**config.mk**
```make
export PLATFORM = sky130hd
export DESIGN_NAME = data_mem_unit
export DESIGN_NICKNAME = d
export VERILOG_FILES = /design/src/rtl/dmem_pkg.sv /design/src/rtl/load_extend.sv /design/src/rtl/data_mem_unit.sv
export SDC_FILE = /design/constraint.sdc
export NUM_CORES = 1
export LEC_CHECK = 0
export BUFFER_PORTS_ARGS = -buffer_cell sky130_fd_sc_hd__buf_2
export CAP_MARGIN = 20
export CORE_MARGIN = 2
export CORE_UTILIZATION = 48
export DETAILED_ROUTE_END_ITERATION = 7
export PLACE_DENSITY_LB_ADDON = 0.08
export SYNTH_ARGS = -nofsm -noshare
export SYNTH_HDL_FRONTEND = slang
export SYNTH_SLANG_ARGS = --single-unit
export TNS_END_PERCENT = 30
```
**constraint.sdc**
```tcl
create_clock -name CLK -period 2.2 [get_ports CLK]
set_clock_uncertainty 0.1 [all_clocks]
set_input_delay 0.44 -clock CLK [delete_from_list [all_inputs] [get_ports CLK]]
set_output_delay 0.44 -clock CLK [all_outputs]
set_load 0.05 [all_outputs]
```
**src/rtl/dmem_pkg.sv**
```systemverilog
// Package: dmem_pkg
// Shared definitions for the data-memory load/store stage.
//  - state_t        : access FSM states (IDLE, ACCESS, DONE)
//  - DM_* constants : DMCtrl access-size encodings; unlisted codes behave as word
//  - align_lo       : forces the low address bits to the natural alignment of the size
//  - be_gen         : byte-enable pattern for a size and low address bits
//  - is_misaligned  : true when the address is not naturally aligned for the size
package dmem_pkg;

  typedef enum logic [1:0] {
    ST_IDLE   = 2'd0,
    ST_ACCESS = 2'd1,
    ST_DONE   = 2'd2
  } state_t;

  localparam logic [2:0] DM_B  = 3'b000;
  localparam logic [2:0] DM_H  = 3'b001;
  localparam logic [2:0] DM_W  = 3'b010;
  localparam logic [2:0] DM_BU = 3'b100;
  localparam logic [2:0] DM_HU = 3'b101;

  function automatic logic is_byte(input logic [2:0] ctrl);
    return (ctrl == DM_B) || (ctrl == DM_BU);
  endfunction

  function automatic logic is_half(input logic [2:0] ctrl);
    return (ctrl == DM_H) || (ctrl == DM_HU);
  endfunction

  // Halfwords drop bit 0, words (and every unlisted code) drop bits 1:0.
  function automatic logic [1:0] align_lo(input logic [2:0] ctrl, input logic [1:0] addr_lo);
    if (is_byte(ctrl))      return addr_lo;
    else if (is_half(ctrl)) return {addr_lo[1], 1'b0};
    else                    return 2'b00;
  endfunction

  function automatic logic [3:0] be_gen(input logic [2:0] ctrl, input logic [1:0] addr_lo);
    if (is_byte(ctrl))      return 4'b0001 << addr_lo;
    else if (is_half(ctrl)) return 4'b0011 << {addr_lo[1], 1'b0};
    else                    return 4'b1111;
  endfunction

  function automatic logic is_misaligned(input logic [2:0] ctrl, input logic [1:0] addr_lo);
    return align_lo(ctrl, addr_lo) != addr_lo;
  endfunction

endpackage

```
**src/rtl/load_extend.sv**
```systemverilog
// Module: load_extend
// Combinational lane select and sign/zero extension of a RAM read word.
// Ports:
//  rdata   in  32  word returned by the RAM
//  ctrl    in  3   DMCtrl access size (B/H sign-extend, BU/HU zero-extend, else word)
//  addr_lo in  2   already-aligned low address bits choosing the lane
//  data    out 32  extended load value
module load_extend (
  input  logic [31:0] rdata,
  input  logic [2:0]  ctrl,
  input  logic [1:0]  addr_lo,
  output logic [31:0] data
);
  import dmem_pkg::*;

  logic [7:0]  byte_v;
  logic [15:0] half_v;

  always_comb begin
    byte_v = rdata[{addr_lo, 3'b000} +: 8];
    half_v = addr_lo[1] ? rdata[31:16] : rdata[15:0];
    case (ctrl)
      DM_B:    data = {{24{byte_v[7]}}, byte_v};
      DM_BU:   data = {24'h0, byte_v};
      DM_H:    data = {{16{half_v[15]}}, half_v};
      DM_HU:   data = {16'h0, half_v};
      DM_W:    data = rdata;
      default: data = rdata;
    endcase
  end

endmodule

```
**src/rtl/data_mem_unit.sv**
```systemverilog
// Module: data_mem_unit
// Load/store stage between the ALU result and the write-back mux. Issues byte,
// halfword and word accesses to an external data RAM over a MemReq/MemAck
// handshake, returns extended load data on DataRd and stalls the core via Busy.
// Parameters: ADDR_W (byte-address width), TIMEOUT_CYCLES (ACCESS cycles before abort, >=2).
// Optional feature: define MISALIGN_TRAP_EN to reject misaligned H/HU/W accesses with
// Err instead of silently aligning them.
// Ports:
//  CLK, RESET                         clock, synchronous active-high reset
//  MemRd, MemWr, DMCtrl, Addr, DataIn core-side request (sampled in IDLE)
//  DataRd, Busy, Done, Err            core-side results
//  MemReq, MemWe, MemAddr, MemBE,     RAM request, stable while MemReq is high
//  MemWData
//  MemAck, MemRData                   RAM completion and read word
module data_mem_unit #(
  parameter int ADDR_W         = 32,
  parameter int TIMEOUT_CYCLES = 16
) (
  input  logic              CLK,
  input  logic              RESET,
  input  logic              MemRd,
  input  logic              MemWr,
  input  logic [2:0]        DMCtrl,
  input  logic [ADDR_W-1:0] Addr,
  input  logic [31:0]       DataIn,
  output logic [31:0]       DataRd,
  output logic              Busy,
  output logic              Done,
  output logic              Err,
  output logic              MemReq,
  output logic              MemWe,
  output logic [ADDR_W-1:0] MemAddr,
  output logic [3:0]        MemBE,
  output logic [31:0]       MemWData,
  input  logic              MemAck,
  input  logic [31:0]       MemRData
);
  import dmem_pkg::*;

  localparam int CNT_W = (TIMEOUT_CYCLES > 2) ? $clog2(TIMEOUT_CYCLES) : 1;
  localparam logic [CNT_W-1:0] CNT_LAST = CNT_W'(TIMEOUT_CYCLES - 1);

  state_t            state;
  logic [ADDR_W-1:0] lat_addr;
  logic [31:0]       lat_data;
  logic [2:0]        lat_ctrl;
  logic              lat_we;
  logic [CNT_W-1:0]  cnt;
  logic              req_r;
  logic              done_r;
  logic              err_r;
  logic [31:0]       data_rd_r;
  logic [31:0]       ext_data;
  logic [1:0]        eff_lo;
  logic              trap;

  // Without the trap the low bits are simply forced to natural alignment.
  assign eff_lo = align_lo(lat_ctrl, lat_addr[1:0]);

`ifdef MISALIGN_TRAP_EN
  assign trap = is_misaligned(DMCtrl, Addr[1:0]);
`else
  assign trap = 1'b0;
`endif

  load_extend u_load_extend (
    .rdata   (MemRData),
    .ctrl    (lat_ctrl),
    .addr_lo (eff_lo),
    .data    (ext_data)
  );

  // Access FSM: IDLE latches a request, ACCESS waits for the ack or the
  // timeout, DONE pulses Done for exactly one cycle before returning to IDLE.
  always_ff @(posedge CLK) begin
    if (RESET) begin
      state     <= ST_IDLE;
      lat_addr  <= '0;
      lat_data  <= '0;
      lat_ctrl  <= '0;
      lat_we    <= 1'b0;
      cnt       <= '0;
      req_r     <= 1'b0;
      done_r    <= 1'b0;
      err_r     <= 1'b0;
      data_rd_r <= '0;
    end else begin
      done_r <= 1'b0;
      case (state)
        ST_IDLE: begin
          err_r <= 1'b0;
          if (MemRd || MemWr) begin
            lat_addr <= Addr;
            lat_data <= DataIn;
            lat_ctrl <= DMCtrl;
            lat_we   <= MemWr;
            cnt      <= '0;
            if (trap) begin
              state  <= ST_DONE;
              done_r <= 1'b1;
              err_r  <= 1'b1;
            end else begin
              state <= ST_ACCESS;
              req_r <= 1'b1;
            end
          end
        end
        ST_ACCESS: begin
          cnt <= cnt + 1'b1;
          // An ack in the final counted cycle still completes normally.
          if (MemAck) begin
            state  <= ST_DONE;
            req_r  <= 1'b0;
            done_r <= 1'b1;
            err_r  <= 1'b0;
            if (!lat_we) data_rd_r <= ext_data;
          end else if (cnt == CNT_LAST) begin
            state  <= ST_DONE;
            req_r  <= 1'b0;
            done_r <= 1'b1;
            err_r  <= 1'b1;
            if (!lat_we) data_rd_r <= '0;
          end
        end
        ST_DONE: begin
          state <= ST_IDLE;
          err_r <= 1'b0;
        end
        default: begin
          state <= ST_IDLE;
          req_r <= 1'b0;
          err_r <= 1'b0;
        end
      endcase
    end
  end

  // Store data is replicated into every lane so the RAM only needs the enables.
  always_comb begin
    if (is_byte(lat_ctrl))      MemWData = {4{lat_data[7:0]}};
    else if (is_half(lat_ctrl)) MemWData = {2{lat_data[15:0]}};
    else                        MemWData = lat_data;
  end

  assign MemBE   = be_gen(lat_ctrl, eff_lo);
  assign MemAddr = {lat_addr[ADDR_W-1:2], 2'b00};
  assign MemWe   = lat_we;
  assign MemReq  = req_r;
  assign Done    = done_r;
  assign Err     = err_r;
  assign DataRd  = data_rd_r;

  // The core must stall in the very cycle it raises a request.
  assign Busy = (state == ST_ACCESS) || ((state == ST_IDLE) && (MemRd || MemWr));

endmodule

```
==> results_dict.tcl, run 1 <==
set metrics [dict create \
    layout-drive-gt1-share 0.330 \
    max_slew_margin 0.300 \
    grt_start_max_net_pins 79 \
    fp.dieArea_mm2 0.0112 \
    io_pins 209 \
    syn-mean-instance-area_um2 8.11 \
    post-synth-top-count-cell "sky130_fd_sc_hd__nand2_1" \
    crit_path_max_fanout 8 \
    worstReg2RegEnd "DataRd[25]$_SDFFE_PP0P_" \
    die_width_um 106 \
    worst-r2r-setup-slack_ps 140 \
    synth.top_cells.by_area "sky130_fd_sc_hd__dfxtp_1 (44%), sky130_fd_sc_hd__nand2_1 (13%), sky130_fd_sc_hd__a21oi_1 (7.5%), sky130_fd_sc_hd__buf_4 (6.0%), sky130_fd_sc_hd__mux2_1 (3.6%)" \
    clock_tree.buffer_depth 2 \
    grt_pass1_vias 4458 \
    synthArstFlopShare 0 \
    netlist_top_cells_count "sky130_fd_sc_hd__nand2_1 (176), sky130_fd_sc_hd__dfxtp_1 (109), sky130_fd_sc_hd__a21oi_1 (75), sky130_fd_sc_hd__buf_4 (40), sky130_fd_sc_hd__clkbuf_1 (23)" \
    drtIter0Drc 243 \
    cts-root-buf "sky130_fd_sc_hd__clkbuf_8" \
    finalSetupTns_ps 0 \
    worst-endpoint-required_ps 1660 \
    final.min_clock_period_ps 2160 \
    internal_power_uw 3420 \
    clock_sink_count 109 \
    ant_nets 0 \
    chipHeight_um 106 \
    netlist.area_leader.share 0.439 \
    tritoncts_clock_tree "yes" \
    hold_start "MemAck" \
    drt-vias-per-instance 5.20 \
    design.final.nets 872 \
    dp_hpwl_um 9570 \
    tritonroute_pass_1_iters 4 \
    vdd_drop_max_uv 452 \
    placement.io_buffers 206 \
    rsz0062_at_grt "true" \
    drc_errors 0 \
    end_kind "output port" \
    netlist_instances 613 \
    routed-via-count 4721 \
    antenna_found_initial 0 \
    grt_pass1_wl_um 21700 \
    wire_per_inst_um 14.8 \
    hold_viol_final 0 \
    synth-seq-cells 109 \
    comb_power_share 0.279 \
    drt-total-wl_um 13500 \
    synthesis.yosys.warnings 0 \
    slowest_cp_cell "sky130_fd_sc_hd__dfxtp_4" \
    clock_latency_ps 370 \
    share_of_the_yosys_chip_area_belonging_to_registers 0.439 \
    final_design_area_no_fill_mm2 0.00622 \
    cpPeakStageDelay_ps 390 \
    cell_chain_of_the_critical_path "buf_6, or3b_1, a21boi_1, buf_4" \
    gp_congestion 0.885 \
    post_place_instance_area_mm2 0.00586 \
    power.switching_fraction 0.347 \
    crit-reg2reg-launch "lat_ctrl[1]$_SDFFE_PP0P_" \
    report.final.setup_viol 0 \
    number_of_synthesized_flops_with_an_enable_pin 0 \
    synth.distinct_cells 51 \
    layout-area-overhead-vs-synth_pct 25.1 \
    core_footprint_mm2 0.0102 \
    synth_ff_type "sky130_fd_sc_hd__dfxtp_1" \
    switchingPower_uw 1820 \
    seq_power_share 0.423 \
    num_antenna_cells 0 \
    syn_area_mm2 0.00497 \
    clock.fmax_mhz 463 \
    share_of_total_power_in_the_clock_network 0.298 \
    status "finished clean" \
    min_path_type "input pin to flip-flop" \
    groute.usage.overall 0.241 \
    worstSetupPathType "flip-flop to output port" \
    powerDensity_mw_per_mm2 843 \
    worst-slew-pin-transition_ps 1050 \
    grt-ovfl-total 0 \
    p_leak_uw 0.00287 \
    clock_transition_time_at_the_flip_flop_clock_pins_of_the_worst_setup_and_hold_paths_ps 100 \
    cts.htree.levels 3 \
    timing.critical_path.from_type "flip-flop" \
    final.period_utilization 0.983 \
    number_of_max_slew_violations_in_the_final_report 0 \
    final_worst_hold_slack_ps 190 \
    final_cells 908 \
    numCtsBuffers 9 \
    initial_core_util 0.488 \
    arrival_ps 1620 \
    hold-path-cell-count 2 \
    holdPathEnd "Err$_SDFFE_PP0N_" \
    r2r.worst_path.cells 5 \
    synth_area_leader_cell "sky130_fd_sc_hd__dfxtp_1" \
    fp-row-count 37 \
    timing.max_cap.violations 0 \
    placedCellCount 889 \
]
-- flip-flops by register name, indices dropped and copies added, names as in the netlist --
name / flops
DataRd: 32
lat_addr: 32
lat_data: 32
cnt: 4
lat_ctrl: 3
state: 2
Done: 1
Err: 1
MemReq: 1
MemWe: 1
-- repair_timing --
item / in CTS / in global routing
setup endpoints to repair: 25 / 20
hold buffers: 0 / 0
setup buffers: 0 / 3
gates resized for setup: 13 / 14
pin swaps: 1 / 0
-- power groups by stage --
stage	registers (uW)	clock network (uW)	logic, uW
final	2210	1560	1460
after global routing	2230	1690	1570
after CTS	2220	1600	1440
after detailed placement	2260	0	1430
after global placement	2260	0	1420
after floorplan	2370	0	993
-- per-layer routing --
layer  wire length, um  up-vias  track usage  share of wire
met1              5890     2172        0.305           0.44
met2              6490      173        0.402           0.48
met3               913       14       0.0507          0.068
met4               188        0       0.0930          0.014
met5                 0        -            0              0
li1                  -     2362            -              -
-- final cells by class --
type,count,area (um2)
fillers,950,3970
repair buffers,225,1250
clock buffers,9,124
multi-input cells,415,2310
inverters,7,26.3
flip-flops and latches,109,2190
well taps,136,170
clock inverters,7,145
-- placed cells by master, fill, tap and decap left out, types with 7 or more instances in the layout --
| cell type | Yosys | layout |
|---|---|---|
| sky130_fd_sc_hd__a21oi_1 | 75 | 75 |
| sky130_fd_sc_hd__a221o_1 | 16 | 16 |
| sky130_fd_sc_hd__buf_2 | 13 | 195 |
| sky130_fd_sc_hd__buf_4 | 40 | 22 |
| sky130_fd_sc_hd__clkbuf_8 | 0 | 9 |
| sky130_fd_sc_hd__dfxtp_1 | 109 | 107 |
| sky130_fd_sc_hd__mux2_1 | 16 | 16 |
| sky130_fd_sc_hd__mux2i_1 | 11 | 11 |
| sky130_fd_sc_hd__nand2_1 | 176 | 176 |
| sky130_fd_sc_hd__nand2b_1 | 13 | 13 |
| sky130_fd_sc_hd__nand4_1 | 7 | 7 |
| sky130_fd_sc_hd__nor2_1 | 16 | 16 |
| sky130_fd_sc_hd__o21ai_0 | 9 | 9 |
| sky130_fd_sc_hd__o21ai_1 | 12 | 8 |
| sky130_fd_sc_hd__o31ai_1 | 7 | 7 |
-- worst max-delay path by stage --
stage | from | endpoint | slack [ps] | depth (start not counted)
2_1_floorplan | lat_addr[1]$_SDFFE_PP0P_ | MemBE[3] | -50 | 3
3_3_place_gp | RESET | DataRd[27]$_SDFFE_PP0P_ | 100 | 5
3_5_place_dp | RESET | DataRd[31]$_SDFFE_PP0P_ | 70 | 5
6_report | lat_ctrl[0]$_SDFFE_PP0P_ | MemBE[2] | 40 | 4
4_1_cts | lat_ctrl[1]$_SDFFE_PP0P_ | MemWData[15] | 4 | 4
5_1_grt | lat_ctrl[1]$_SDFFE_PP0P_ | MemWData[15] | -7 | 4
-- kinds of logic after synthesis --
kind of cell	synth area share
AND/OR/NAND/NOR	0.202
AO/OA/AOI/OAI	0.190
flip-flops	0.439
buffers and inverters	0.104
multiplexers	0.0606
adder cells (fa/ha/maj)	0.00252
other	0.000754
-- metrics by stage --
step / setup slack (ps) / power (uW) / utilization
floorplan: -51.9 / 3360 / -
global placement: 103 / 3670 / 0.575
detailed placement: 73.6 / 3690 / 0.575
CTS: 3.51 / 5260 / 0.606
global route: -6.67 / 5490 / 0.611
finish: 38.2 / 5240 / 0.611
-- worst max-delay path, delay by kind of cell, from the launching register on --
| kind | cells | cell delay (ps) |
|---|---|---|
| buf+inv | 2 | 350 |
| simple gates | 1 | 360 |
| compound gates | 1 | 140 |
| flops | 1 | 390 |
(Power assumes the default switching activity.)
==> run 2, diff against run 1 <==
--- a/config.mk
+++ b/config.mk
@@ -7,7 +7,6 @@
 export LEC_CHECK = 0
 export BUFFER_PORTS_ARGS = -buffer_cell sky130_fd_sc_hd__buf_2
 export CAP_MARGIN = 20
-export CORE_MARGIN = 2
 export CORE_UTILIZATION = 48
 export DETAILED_ROUTE_END_ITERATION = 7
 export PLACE_DENSITY_LB_ADDON = 0.08
==> constraint.sdc (replaced) <==
create_clock -name CLK -period 2.01 [get_ports CLK]
set_clock_uncertainty 0.1 [all_clocks]
set_input_delay 0.402 -clock CLK [delete_from_list [all_inputs] [get_ports CLK]]
set_output_delay 0.402 -clock CLK [all_outputs]
set_load 0.05 [all_outputs]
==> run 2 against run 1 <==
Against the previous run:
- the run now ends with negative setup slack left
- wire length down 1.9%
- register-to-register slack better by 50 ps
- via count up 1.8%
- worst setup slack worse by 110 ps
- die area down 3.7%
- global-route usage up 0.25 points
- utilization up 2.8 points
- critical path depth unchanged
- clock-buffer cell count up 1
- total power up 10%
- largest cell class unchanged
- largest power group unchanged
==> results_dict.tcl, run 2 (synthesized netlist as in run 1, its figures left out) <==
set metrics [dict create \
    clock_sink_count 109 \
    placement.io_buffers 206 \
    placedCellCount 888 \
    ant_nets 0 \
    cpPeakStageDelay_ps 390 \
    fin_ws_ps -72.9 \
    tritoncts_clock_tree "yes" \
    cts_hold_buffers 0 \
    final.min_clock_period_ps 2080 \
    num_antenna_cells 0 \
    timing.max_cap.violations 0 \
    dp_hpwl_um 9300 \
    layout.cells.most_common_list "sky130_fd_sc_hd__buf_2 (195), sky130_fd_sc_hd__nand2_1 (176), sky130_fd_sc_hd__dfxtp_1 (106), sky130_fd_sc_hd__a21oi_1 (75), sky130_fd_sc_hd__buf_4 (18)" \
    chipHeight_um 104 \
    fp-row-count 36 \
    io_pins 209 \
    worst_slack_after_detailed_placement_ps -66.5 \
    hold-path-cell-count 2 \
    final_cells 908 \
    violations "negative setup slack" \
    cell_chain_of_the_critical_path "buf_8, or3b_4, a21boi_4, buf_6" \
    die_width_um 104 \
    grt-ovfl-total 0 \
    cts-root-buf "sky130_fd_sc_hd__clkbuf_8" \
    number_of_max_slew_violations_in_the_final_report 0 \
    status "finished with violations" \
    timing.critical_path.from_type "flip-flop" \
    final.period_utilization 1.04 \
    tritonroute_pass_1_iters 5 \
    arrival_ps 1580 \
    drt-total-wl_um 13200 \
    cts.htree.levels 3 \
    layout-area-overhead-vs-synth_pct 27.3 \
    worst-slew-pin-transition_ps 830 \
    initial_core_util 0.502 \
    worst-r2r-setup-slack_ps 190 \
    groute.usage.overall 0.243 \
    finalSetupTns_ps -732 \
    r2r.worst_path.cells 6 \
    gp_congestion 0.849 \
    p_leak_uw 0.00292 \
    wire_per_inst_um 14.6 \
    drt-vias-per-instance 5.29 \
    drc_errors 0 \
    layout.cells.most_common "sky130_fd_sc_hd__buf_2" \
    antenna_found_initial 0 \
    worst-endpoint-required_ps 1510 \
    grt_start_max_net_pins 79 \
    clock_latency_ps 370 \
    numCtsBuffers 9 \
    design.final.nets 875 \
    vdd_drop_max_uv 414 \
    clock_transition_time_at_the_flip_flop_clock_pins_of_the_worst_setup_and_hold_paths_ps 100 \
    grt_pass1_vias 4499 \
    rsz0062_at_grt "true" \
    grt_pass1_wl_um 21500 \
    worstSetupPathType "flip-flop to output port" \
    drtIter0Drc 281 \
    hold_viol_final 0 \
    core_footprint_mm2 0.00991 \
    max_slew_margin 0.447 \
    fp.dieArea_mm2 0.0108 \
    clock_tree.buffer_depth 2 \
    postLayoutCoreUtil 0.639 \
    clock.fmax_mhz 480 \
    slowest_cp_cell "sky130_fd_sc_hd__or3b_4" \
    routed-via-count 4807 \
    crit_path_max_fanout 4 \
    report.final.setup_viol 16 \
    powerDensity_mw_per_mm2 912 \
    layout-drive-gt1-share 0.354 \
    min_path_type "input pin to flip-flop" \
    end_kind "output port" \
]
## run 2: cell count changes in the layout (fill, tap and decap cells not counted), moves of 3 or more
cell	delta
sky130_fd_sc_hd__mux2i_2	+3
sky130_fd_sc_hd__mux2_4	+7
sky130_fd_sc_hd__buf_8	+4
sky130_fd_sc_hd__buf_6	+7
sky130_fd_sc_hd__mux2i_1	-3
sky130_fd_sc_hd__buf_4	-4
sky130_fd_sc_hd__mux2_1	-8
## run 2: path summary, 6_finish.rpt
path                                                start                         to
worst max-delay path             lat_ctrl[0]$_SDFFE_PP0P_                   MemBE[2]
worst min-delay path                               MemAck           Err$_SDFFE_PP0N_
worst max register to register   lat_ctrl[0]$_SDFFE_PP0P_    DataRd[13]$_SDFFE_PP0P_
worst min register to register  lat_addr[12]$_SDFFE_PP0P_  lat_addr[12]$_SDFFE_PP0P_
## run 2: repair_timing
item	CTS	global route
pin swaps	1	0
endpoints found under the hold margin	0	0
endpoints found under the setup margin	26	46
buffers inserted	4	0
gates resized for setup	43	13
## run 2: where the power goes
group / switching, uW / leakage, uW / internal, uW / total, uW
logic: 1150 / 0.00190 / 514 / 1660
clock network: 736 / 0.000123 / 953 / 1690
registers: 108 / 0.000896 / 2320 / 2420
total: 1990 / 0.00292 / 3780 / 5770
## run 2: per-layer routing
metal,vias up,wire [um],track usage
met5,-,0,0
met4,0,245,0.0959
met3,19,774,0.0434
met2,177,6410,0.410
met1,2245,5790,0.309
li1,2366,-,-
## run 2: metrics by stage
stage	cell area (um2)	hold WS, ps	power, uW
finish	6330	132	5770
global placement	5860	340	4000
floorplan	4990	334	3680
CTS	6290	116	5790
global route	6330	135	6030
detailed placement	5860	346	4030
## run 2: area by class of cell
cell class / instances / area [um2]
clock inverter: 6 / 135
tap: 133 / 166
timing repair buffer: 228 / 1310
fill: 892 / 3580
clock buffer: 10 / 128
multi-input combinational: 415 / 2380
sequential: 109 / 2190
inverter: 7 / 26.3
## run 2: critical path: cells and delay by family (launching register included)
kind | cells | cell delay, ps
simple gates | 1 | 390
buf+inv | 2 | 290
flops | 1 | 380
compound gates | 1 | 150
